$ cat config.mk
export PLATFORM = sky130hd
export DESIGN_NAME = elevator_scan_ctrl
export DESIGN_NICKNAME = d
export VERILOG_FILES = /design/src/rtl/elevator_pkg.sv /design/src/rtl/elevator_timer.sv /design/src/rtl/elevator_scan_ctrl.sv
export SDC_FILE = /design/constraint.sdc
export NUM_CORES = 1
export LEC_CHECK = 0
export CORE_UTILIZATION = 61
export CTS_CLUSTER_SIZE = 8
export DETAILED_ROUTE_END_ITERATION = 6
export GPL_TIMING_DRIVEN = 0
export PLACE_DENSITY = 0.8
export SLEW_MARGIN = 20
export SYNTH_ARGS = -nofsm -noshare
export SYNTH_HDL_FRONTEND = slang
export SYNTH_SLANG_ARGS = --single-unit
$ cat constraint.sdc
create_clock -name clk -period 2.9 [get_ports clk]
set_input_delay 0.29 -clock clk [delete_from_list [all_inputs] [get_ports clk]]
set_output_delay 0.29 -clock clk [all_outputs]
set_load 0.02 [all_outputs]
$ cat src/rtl/elevator_pkg.sv
// Shared types, default timing constants and direction-mask helpers for the
// SCAN elevator controller.
package elevator_pkg;

  typedef enum logic [1:0] {
    ST_IDLE = 2'd0,
    ST_MOVE = 2'd1,
    ST_DOOR = 2'd2
  } state_t;

  // Widest building the mask helpers have to cover.
  localparam int MAX_FLOORS = 16;

  // 1 s of travel per floor and 3 s of door dwell at 100 MHz.
  localparam int DEF_TRAVEL_CYCLES = 100_000_000;
  localparam int DEF_DOOR_CYCLES   = 300_000_000;

  // Mask of floors strictly above (up=1) or strictly below (up=0) fl.
  function automatic logic [MAX_FLOORS-1:0] side_mask(input logic [3:0] fl,
                                                      input logic       up);
    logic [MAX_FLOORS-1:0] all_ones;
    all_ones = '1;
    if (up) side_mask = all_ones << ({1'b0, fl} + 5'd1);
    else    side_mask = ~(all_ones << fl);
  endfunction

  // True when any pending call lies on the chosen side of fl.
  function automatic logic any_on_side(input logic [MAX_FLOORS-1:0] pend,
                                       input logic [3:0]            fl,
                                       input logic                  up);
    return |(pend & side_mask(fl, up));
  endfunction

endpackage

$ cat src/rtl/elevator_timer.sv
// Cycle counter running 0..LAST while enabled. Clear has priority and
// forces the count to 0; tc pulses on the enabled cycle that holds LAST,
// and the count reloads to 0 on the following edge.
module elevator_timer
  import elevator_pkg::*;
#(
  parameter int               CNT_W = 32,
  parameter logic [CNT_W-1:0] LAST  = '0
) (
  input  logic clk,
  input  logic reset,
  input  logic clr,
  input  logic en,
  output logic tc
);

  logic [CNT_W-1:0] count;

  assign tc = en && !clr && (count == LAST);

  // Count register: clear, reload at terminal count, otherwise increment.
  always_ff @(posedge clk or negedge reset) begin
    // NOTE: sequential state is assigned with <= so every register samples
    // pre-edge values; blocking = here would create order-dependent races.
    if (!reset)      count <= '0;
    else if (clr)    count <= '0;
    else if (en)     count <= tc ? '0 : count + CNT_W'(1);
  end

endmodule

$ cat src/rtl/elevator_scan_ctrl.sv
// SCAN-order elevator car controller. Latches floor calls, keeps travelling
// in the current direction while calls remain ahead, reverses through IDLE,
// and times travel and door dwell with two elevator_timer instances.
module elevator_scan_ctrl
  import elevator_pkg::*;
#(
  parameter int NUM_FLOORS    = 4,
  parameter int FLOOR_W       = 2,
  parameter int TRAVEL_CYCLES = DEF_TRAVEL_CYCLES,
  parameter int DOOR_CYCLES   = DEF_DOOR_CYCLES,
  parameter int CNT_W         = 32
) (
  input  logic                  clk,
  input  logic                  reset,
  input  logic [NUM_FLOORS-1:0] req,
  input  logic                  door_hold,
  output logic [FLOOR_W-1:0]    floor,
  output logic                  dir_up,
  output logic                  moving,
  output logic                  door_open,
  output logic                  arrive,
  output logic [NUM_FLOORS-1:0] pending
);

  state_t                  state, state_next;
  logic [FLOOR_W-1:0]      floor_next, floor_step;
  logic                    dir_next, arrive_next;
  logic [NUM_FLOORS-1:0]   pending_next;
  logic [MAX_FLOORS-1:0]   pend_ext;
  logic [3:0]              floor_idx, step_idx;
  logic                    here_pend, ahead_any, behind_any;
  logic                    at_end, arrival, new_here, ahead_new;
  logic                    req_here, travel_tc, door_tc, door_clr;

  // Decision terms, all based on registered pending.
  assign pend_ext   = MAX_FLOORS'(pending);
  assign floor_idx  = 4'(floor);
  assign step_idx   = 4'(floor_step);
  assign here_pend  = pending[floor];
  assign req_here   = req[floor];
  assign ahead_any  = any_on_side(pend_ext, floor_idx, dir_up);
  assign behind_any = any_on_side(pend_ext, floor_idx, !dir_up);

  // Neighbouring floor in the travel direction; at_end blocks stepping off
  // the shaft even though MOVE is only entered with calls ahead.
  assign at_end     = dir_up ? (floor == FLOOR_W'(NUM_FLOORS - 1)) : (floor == '0);
  assign floor_step = dir_up ? floor + FLOOR_W'(1) : floor - FLOOR_W'(1);
  assign arrival    = travel_tc && !at_end;
  // A call pressed at the arrival floor on the arrival edge counts as served.
  assign new_here   = pending[floor_step] | req[floor_step];
  assign ahead_new  = any_on_side(pend_ext, step_idx, dir_up);

  // Door dwell restarts while held or when the current floor is re-called.
  assign door_clr = (state != ST_DOOR) || door_hold || req_here;

  elevator_timer #(
    .CNT_W (CNT_W),
    .LAST  (CNT_W'(TRAVEL_CYCLES - 1))
  ) u_travel (
    .clk   (clk),
    .reset (reset),
    .clr   (state != ST_MOVE),
    .en    (state == ST_MOVE),
    .tc    (travel_tc)
  );

  elevator_timer #(
    .CNT_W (CNT_W),
    .LAST  (CNT_W'(DOOR_CYCLES - 1))
  ) u_door (
    .clk   (clk),
    .reset (reset),
    .clr   (door_clr),
    .en    (state == ST_DOOR),
    .tc    (door_tc)
  );

  // State register.
  always_ff @(posedge clk or negedge reset) begin
    if (!reset) state <= ST_IDLE;
    else        state <= state_next;
  end

  // Next-state logic: SCAN decisions in IDLE, arrival decisions in MOVE.
  always_comb begin
    // NOTE: every combinational output gets a default first so no path
    // leaves it unassigned, which would infer a latch.
    state_next = state;
    case (state)
      ST_IDLE: begin
        if (here_pend)                     state_next = ST_DOOR;
        else if (ahead_any || behind_any)  state_next = ST_MOVE;
      end
      ST_MOVE: begin
        if (arrival) begin
          if (new_here)       state_next = ST_DOOR;
          else if (ahead_new) state_next = ST_MOVE;
          else                state_next = ST_IDLE;
        end else if (travel_tc) begin
          state_next = ST_IDLE;
        end
      end
      ST_DOOR: begin
        if (door_tc) state_next = ST_IDLE;
      end
      default: state_next = ST_IDLE;
    endcase
  end

  // Datapath next values: call latching, floor stepping, direction flip.
  always_comb begin
    floor_next   = floor;
    dir_next     = dir_up;
    arrive_next  = 1'b0;
    pending_next = pending | req;
    case (state)
      ST_IDLE: begin
        if (here_pend)                      pending_next[floor] = 1'b0;
        else if (!ahead_any && behind_any)  dir_next = !dir_up;
      end
      ST_MOVE: begin
        if (arrival) begin
          floor_next  = floor_step;
          arrive_next = 1'b1;
          if (new_here) pending_next[floor_step] = 1'b0;
        end
      end
      ST_DOOR: begin
        // A call for the open floor restarts the dwell instead of latching.
        pending_next[floor] = pending[floor];
      end
      default: ;
    endcase
  end

  // Datapath registers.
  always_ff @(posedge clk or negedge reset) begin
    if (!reset) begin
      floor   <= '0;
      dir_up  <= 1'b1;
      arrive  <= 1'b0;
      pending <= '0;
    end else begin
      floor   <= floor_next;
      dir_up  <= dir_next;
      arrive  <= arrive_next;
      pending <= pending_next;
    end
  end

  // State-decoded outputs.
  always_comb begin
    moving    = (state == ST_MOVE);
    door_open = (state == ST_DOOR);
  end

endmodule
* Word level (Yosys, flattened, before mapping)
Index checks and enable logic that the tools add are counted.
** Word-level totals
- Register bits :: 74
- Output and inout port bits :: 10
- Word-level logic and storage cells :: 107
** Operators by class
- Add/subtract/negate cells :: 6
- Order comparisons :: 4
- Equal/unequal tests :: 10
- Shift operators :: 4
- Mux-type cells :: 38
- Bitwise logic cells :: 12
- Reduce and logical (&&, ||, !) cells :: 26
** Operator list (count)
- $mux 32 :: 6
- $add 32x1->32 const B :: 2
- $and 4x16->16 :: 3
- $mux 16 :: 3
- $reduce_or 16->1 :: 3
- $eq 32x27->1 const B :: 1
- $eq 32x29->1 const B :: 1
- $not 16->16 :: 2
- $shl 16x2->16 const A :: 2
- $shl 16x3->16 const A :: 2
- $mux 2 :: 7
- $mux 4 :: 3
- $pmux 4 s3 :: 1
- $mux 1 :: 10
- $and 4x4->4 :: 2
- $bmux 1 s2 :: 4
- $logic_and 1x1->1 :: 8
- $not 4->4 :: 2
- $add 2x1->3 const B :: 2
- $lt 2x3->1 const B :: 2
- $ne 3x3->1 const B :: 2
- $pmux 2 s3 :: 1
- $reduce_and 3->1 :: 2
- $logic_not 1->1 :: 5
- 16 further kinds :: 24

* Depth between registers and ports, before layout
- Depth after elaboration :: 11
- Mapped depth :: 8

* Modules after synthesis
A second synthesis with hierarchy kept.
** Second synthesis, totals
- Cell total of the unflattened synthesis :: 574
- Area total of the unflattened synthesis :: 4982.3 um2
** Modules (own cells, without submodules)
- elevator_timer (u_door) :: instances 1, cells each 229, area each 2049.5 um2, sequential area each 800.8 um2
- elevator_timer (u_travel) :: instances 1, cells each 240, area each 2030.7 um2, sequential area each 800.8 um2
- elevator_scan_ctrl :: instances 1, cells each 105, area each 902.1 um2, sequential area each 251.5 um2

* Least setup slack after synthesis
OpenSTA, ideal clock, no wires.
- Path kind :: register -> register
- Start :: register dir_up
- End :: register state[0]
- Setup time :: 0.135 ns
- Arrival time :: 2.273 ns
- Slack :: 0.492 ns
- Stages on the path, launching flop included :: 9
- Buffers on the path :: 1
- Period minus slack after synthesis :: 2.408 ns
- Cells stage by stage :: dfstp_2 -> clkbuf_1 -> xnor2_1 -> ha_1 -> nor2b_1 -> a2111oi_0 -> nor3_2 -> a31oi_1 -> o41ai_2
** Between the ends
- Word-level cells in the longest chain between the ends :: 10
- Elaborated cells between the ends (all ways) :: 30
- Those cells by class :: add/sub (1); eq/ne (2); shift (2); mux (13); bitwise (5); reduce/logical (7)
** Ends and longest elaborated chain
- from (decl) :: line elevator_scan_ctrl.sv:18 : output logic dir_up,
- from (signal assigned) :: line elevator_scan_ctrl.sv:145 : dir_up <= dir_next;
- $mux 2 :: line elevator_scan_ctrl.sv:47 : assign floor_step = dir_up ? floor + FLOOR_W'(1) : floor - FLOOR_W'(1);
- $add 2x1->3 / $shl 16x2->16 (equally long branches) :: line elevator_pkg.sv:23, elevator_pkg.sv:24
- $shl 16x3->16 / $not 16->16 (equally long branches) :: line elevator_pkg.sv:23, elevator_pkg.sv:24
- $mux 16 :: line elevator_pkg.sv:23 : if (up) side_mask = all_ones << ({1'b0, fl} + 5'd1);
- $and 4x16->16 :: line elevator_pkg.sv:31 : return |(pend & side_mask(fl, up));
- $reduce_or 16->1 :: line elevator_pkg.sv:31
- $mux 1 :: line elevator_scan_ctrl.sv:97 : else if (ahead_new) state_next = ST_MOVE;
- $mux 2 :: line elevator_scan_ctrl.sv:96 : if (new_here) state_next = ST_DOOR;
- $mux 2 :: line elevator_scan_ctrl.sv:95 : if (arrival) begin
- $pmux 2 s3 :: line elevator_scan_ctrl.sv:89 : case (state)
- to (signal assigned) :: line elevator_scan_ctrl.sv:81 : else state <= state_next;
- to (decl) :: line elevator_scan_ctrl.sv:25 : state_t state, state_next;
Several ways; a longest one is shown, not always the timed one. The select of a mux whose other input is x is not followed.
A chain may end at the register's enable or synchronous reset.

* Worst setup path in the final report
Ends and elaborated chain as after synthesis.

==> metrics.yaml <==
syn_area_um2: 4160
insertedDiodeCount: 0
nNetsFinal: 491
total_power_mw: 2.82
placementRows: 29
portBuffers: 16
final_layout_size_suffix_gt1_share_pct: 8.73
die_area_um2: 7150
grt.total_usage_pct: 26.4
design.core.area_um2: 6460
swShare_pct: 31.8
post_cts_buffers: 0
yosysUniqueCellTypes: 48
max_slew_margin_pct: 39.1
ios: 17
irDropWorstVdd_v: 0.000488
place_area_um2: 4430
path_class: "reg2reg"
via_per_inst: 5.99
cts_resized: 0
numCtsBuffers: 9
synth_edf_count: 0
clock-sinks: 74
wl_um: 8650
worst_pin_slew_ps: 907
synth_nets: 462
cp-start-kind: "flop"
path_max_fanout: 10
cp_data_required_time_ps: 3140
intPower_mw: 1.93
ctsLongestPathBuffers: 2
clkPwrFrac_pct: 31.1
die_h_um: 84.6
area_delta_synth_final_pct: 12.1
min-delay-path-class: "in2async"
fin_util_pct: 72.2
routedWlPerCell_um: 15.5
hold_ws_ps: 442
post-route-min-period_ps: 2680
final_common_cell: "nor2_1"
synthCells: 447
crit_path_end_kind: "flop"
timing.fmax_mhz: 373
p_sw_mw: 0.899
fillers: 476
ant_nets: 0
rsz0062_at_grt: "no"
antenna_found_initial: 0
p_per_area_nw_per_um2: 606
finalSetupViolations: 0
fin_area_um2: 4660
fin_worst_skew_ps: 10.3
cts_root_buf: "clkbuf_8"
path_clk_slew_ps: 80
status: "finished, final reports clean"
hpwl_um: 5890
drc: 0
grt_pass1_wl_um: 15100
multi_input_area_um2: 2150
synth_flop_cell: "dfrtp_1"
drv_slew: 0
async_reset_ff_share_pct: 100
drv_cap: 0
overflow: 0
h-tree-depth: 3
yosysWarnings: 0
ctsHoldBuffers: 1
dr.pass1.iters: 4
vias: 3344
yosysSeqAreaShare_pct: 44.5
clk_latency_ps: 350
seqCellArea_um2: 1850
grt_pass1_vias: 3290
avgSynthCellArea_um2: 9.31
cts_tree: "yes"
p_leak_nw: 1.87
initial_core_util_pct: 64.4
grt_max_degree: 42
pwr-share-comb_pct: 27.8
seqPwrFrac_pct: 41.1
gp_congestion: 0.936
cp_data_arrival_time_ps: 2920
final_cell_mix: "nor2_1, dfrtp_1, xnor2_1, xor2_1, nand2_1"
drt_iter0_markers: 158
hold_violations: 0
die_x_um: 84.6
synth_seq_cells: 74
period_share_pct: 92.6
layer usage:
metal | global-route usage [%] | part of all wire, %
met5 | 0 | 0
met4 | 11.9 | 1.6
met3 | 4.72 | 4.6
met2 | 41.5 | 49
met1 | 36.1 | 45
power by group through the flow:
stage / Sequential (mW) / Clock (mW) / Combinational (mW)
2_1_floorplan: 1.20 / 0 / 0.494
3_3_place_gp: 1.18 / 0 / 0.754
3_5_place_dp: 1.18 / 0 / 0.770
4_1_cts: 1.16 / 0.899 / 0.778
5_1_grt: 1.17 / 0.935 / 0.851
6_report: 1.16 / 0.879 / 0.784
logic make-up after synthesis:
group | after synthesis | synth area share (%)
simple gates | 236 | 28.9
xor+xnor | 63 | 13.3
flops | 74 | 44.5
buf+inv | 32 | 3.70
fa+ha+maj | 8 | 2.41
compound gates | 30 | 5.29
mux | 4 | 1.86
metrics by stage:
step	TNS, ps	worst slack [ps]	cells
global route	0	51.7	558
global placement	-71180	-975	540
floorplan	0	492	447
CTS	0	242	558
detailed placement	0	277	541
finish	0	216	558
worst paths after layout:
kind	start	to	slack, ps	depth (start not counted)
max	dir_up$_DFFE_PN1P_	state[0]$_DFFE_PN0P_	220	7
min	reset	u_travel.count[9]$_DFF_PN0_	440	2
max reg2reg	dir_up$_DFFE_PN1P_	state[0]$_DFFE_PN0P_	220	7
min reg2reg	u_door.count[0]$_DFFE_PN0P_	u_door.count[0]$_DFFE_PN0P_	490	1
max in group asynchronous	reset	dir_up$_DFFE_PN1P_	1850	3
min in group clk	u_door.count[0]$_DFFE_PN0P_	u_door.count[0]$_DFFE_PN0P_	490	1
synthesized netlist by cell type, types with 3 or more instances:
cell | number | area, µm²
a21oi_1 | 7 | 35.0
a31oi_1 | 3 | 18.8
and2_1 | 4 | 25.0
and3_1 | 14 | 87.6
and4_1 | 9 | 78.8
buf_2 | 6 | 30.0
buf_4 | 3 | 22.5
clkbuf_1 | 5 | 18.8
dfrtp_1 | 73 | 1830
ha_1 | 8 | 100
inv_1 | 15 | 56.3
mux4_2 | 3 | 67.6
nand2_1 | 30 | 113
nand3_1 | 23 | 115
nand4_1 | 20 | 125
nor2_1 | 86 | 323
nor2b_1 | 3 | 18.8
nor3_1 | 18 | 90.1
nor4_1 | 10 | 62.6
nor4b_1 | 5 | 43.8
o21ai_0 | 5 | 25.0
xnor2_1 | 32 | 280
xor2_1 | 31 | 272
area by class of cell:
cell class | count | share of cell area [%]
buffer | 17 | 2.09
clock buffer | 11 | 3.03
clock inverter | 5 | 1.66
inverter | 15 | 1.21
multi-input combinational | 341 | 46.2
sequential | 74 | 39.7
tap | 77 | 2.07
timing repair buffer | 18 | 4.02
critical path, stage by stage, from the launching register on:
cell      delay (ps)
dfstp_2          560
clkbuf_1         340
xnor2_1          250
ha_1             420
mux4_2           410
nor3_2           210
a31oi_1          120
o41ai_2          260
state kept, by name, summed over array words and instances (netlist names):
name / count
pending: 4
state: 2
arrive: 1
floor: 2
u_travel.count: 32
u_door.count: 32
dir_up: 1
Power figures use the tool's default switching activity.
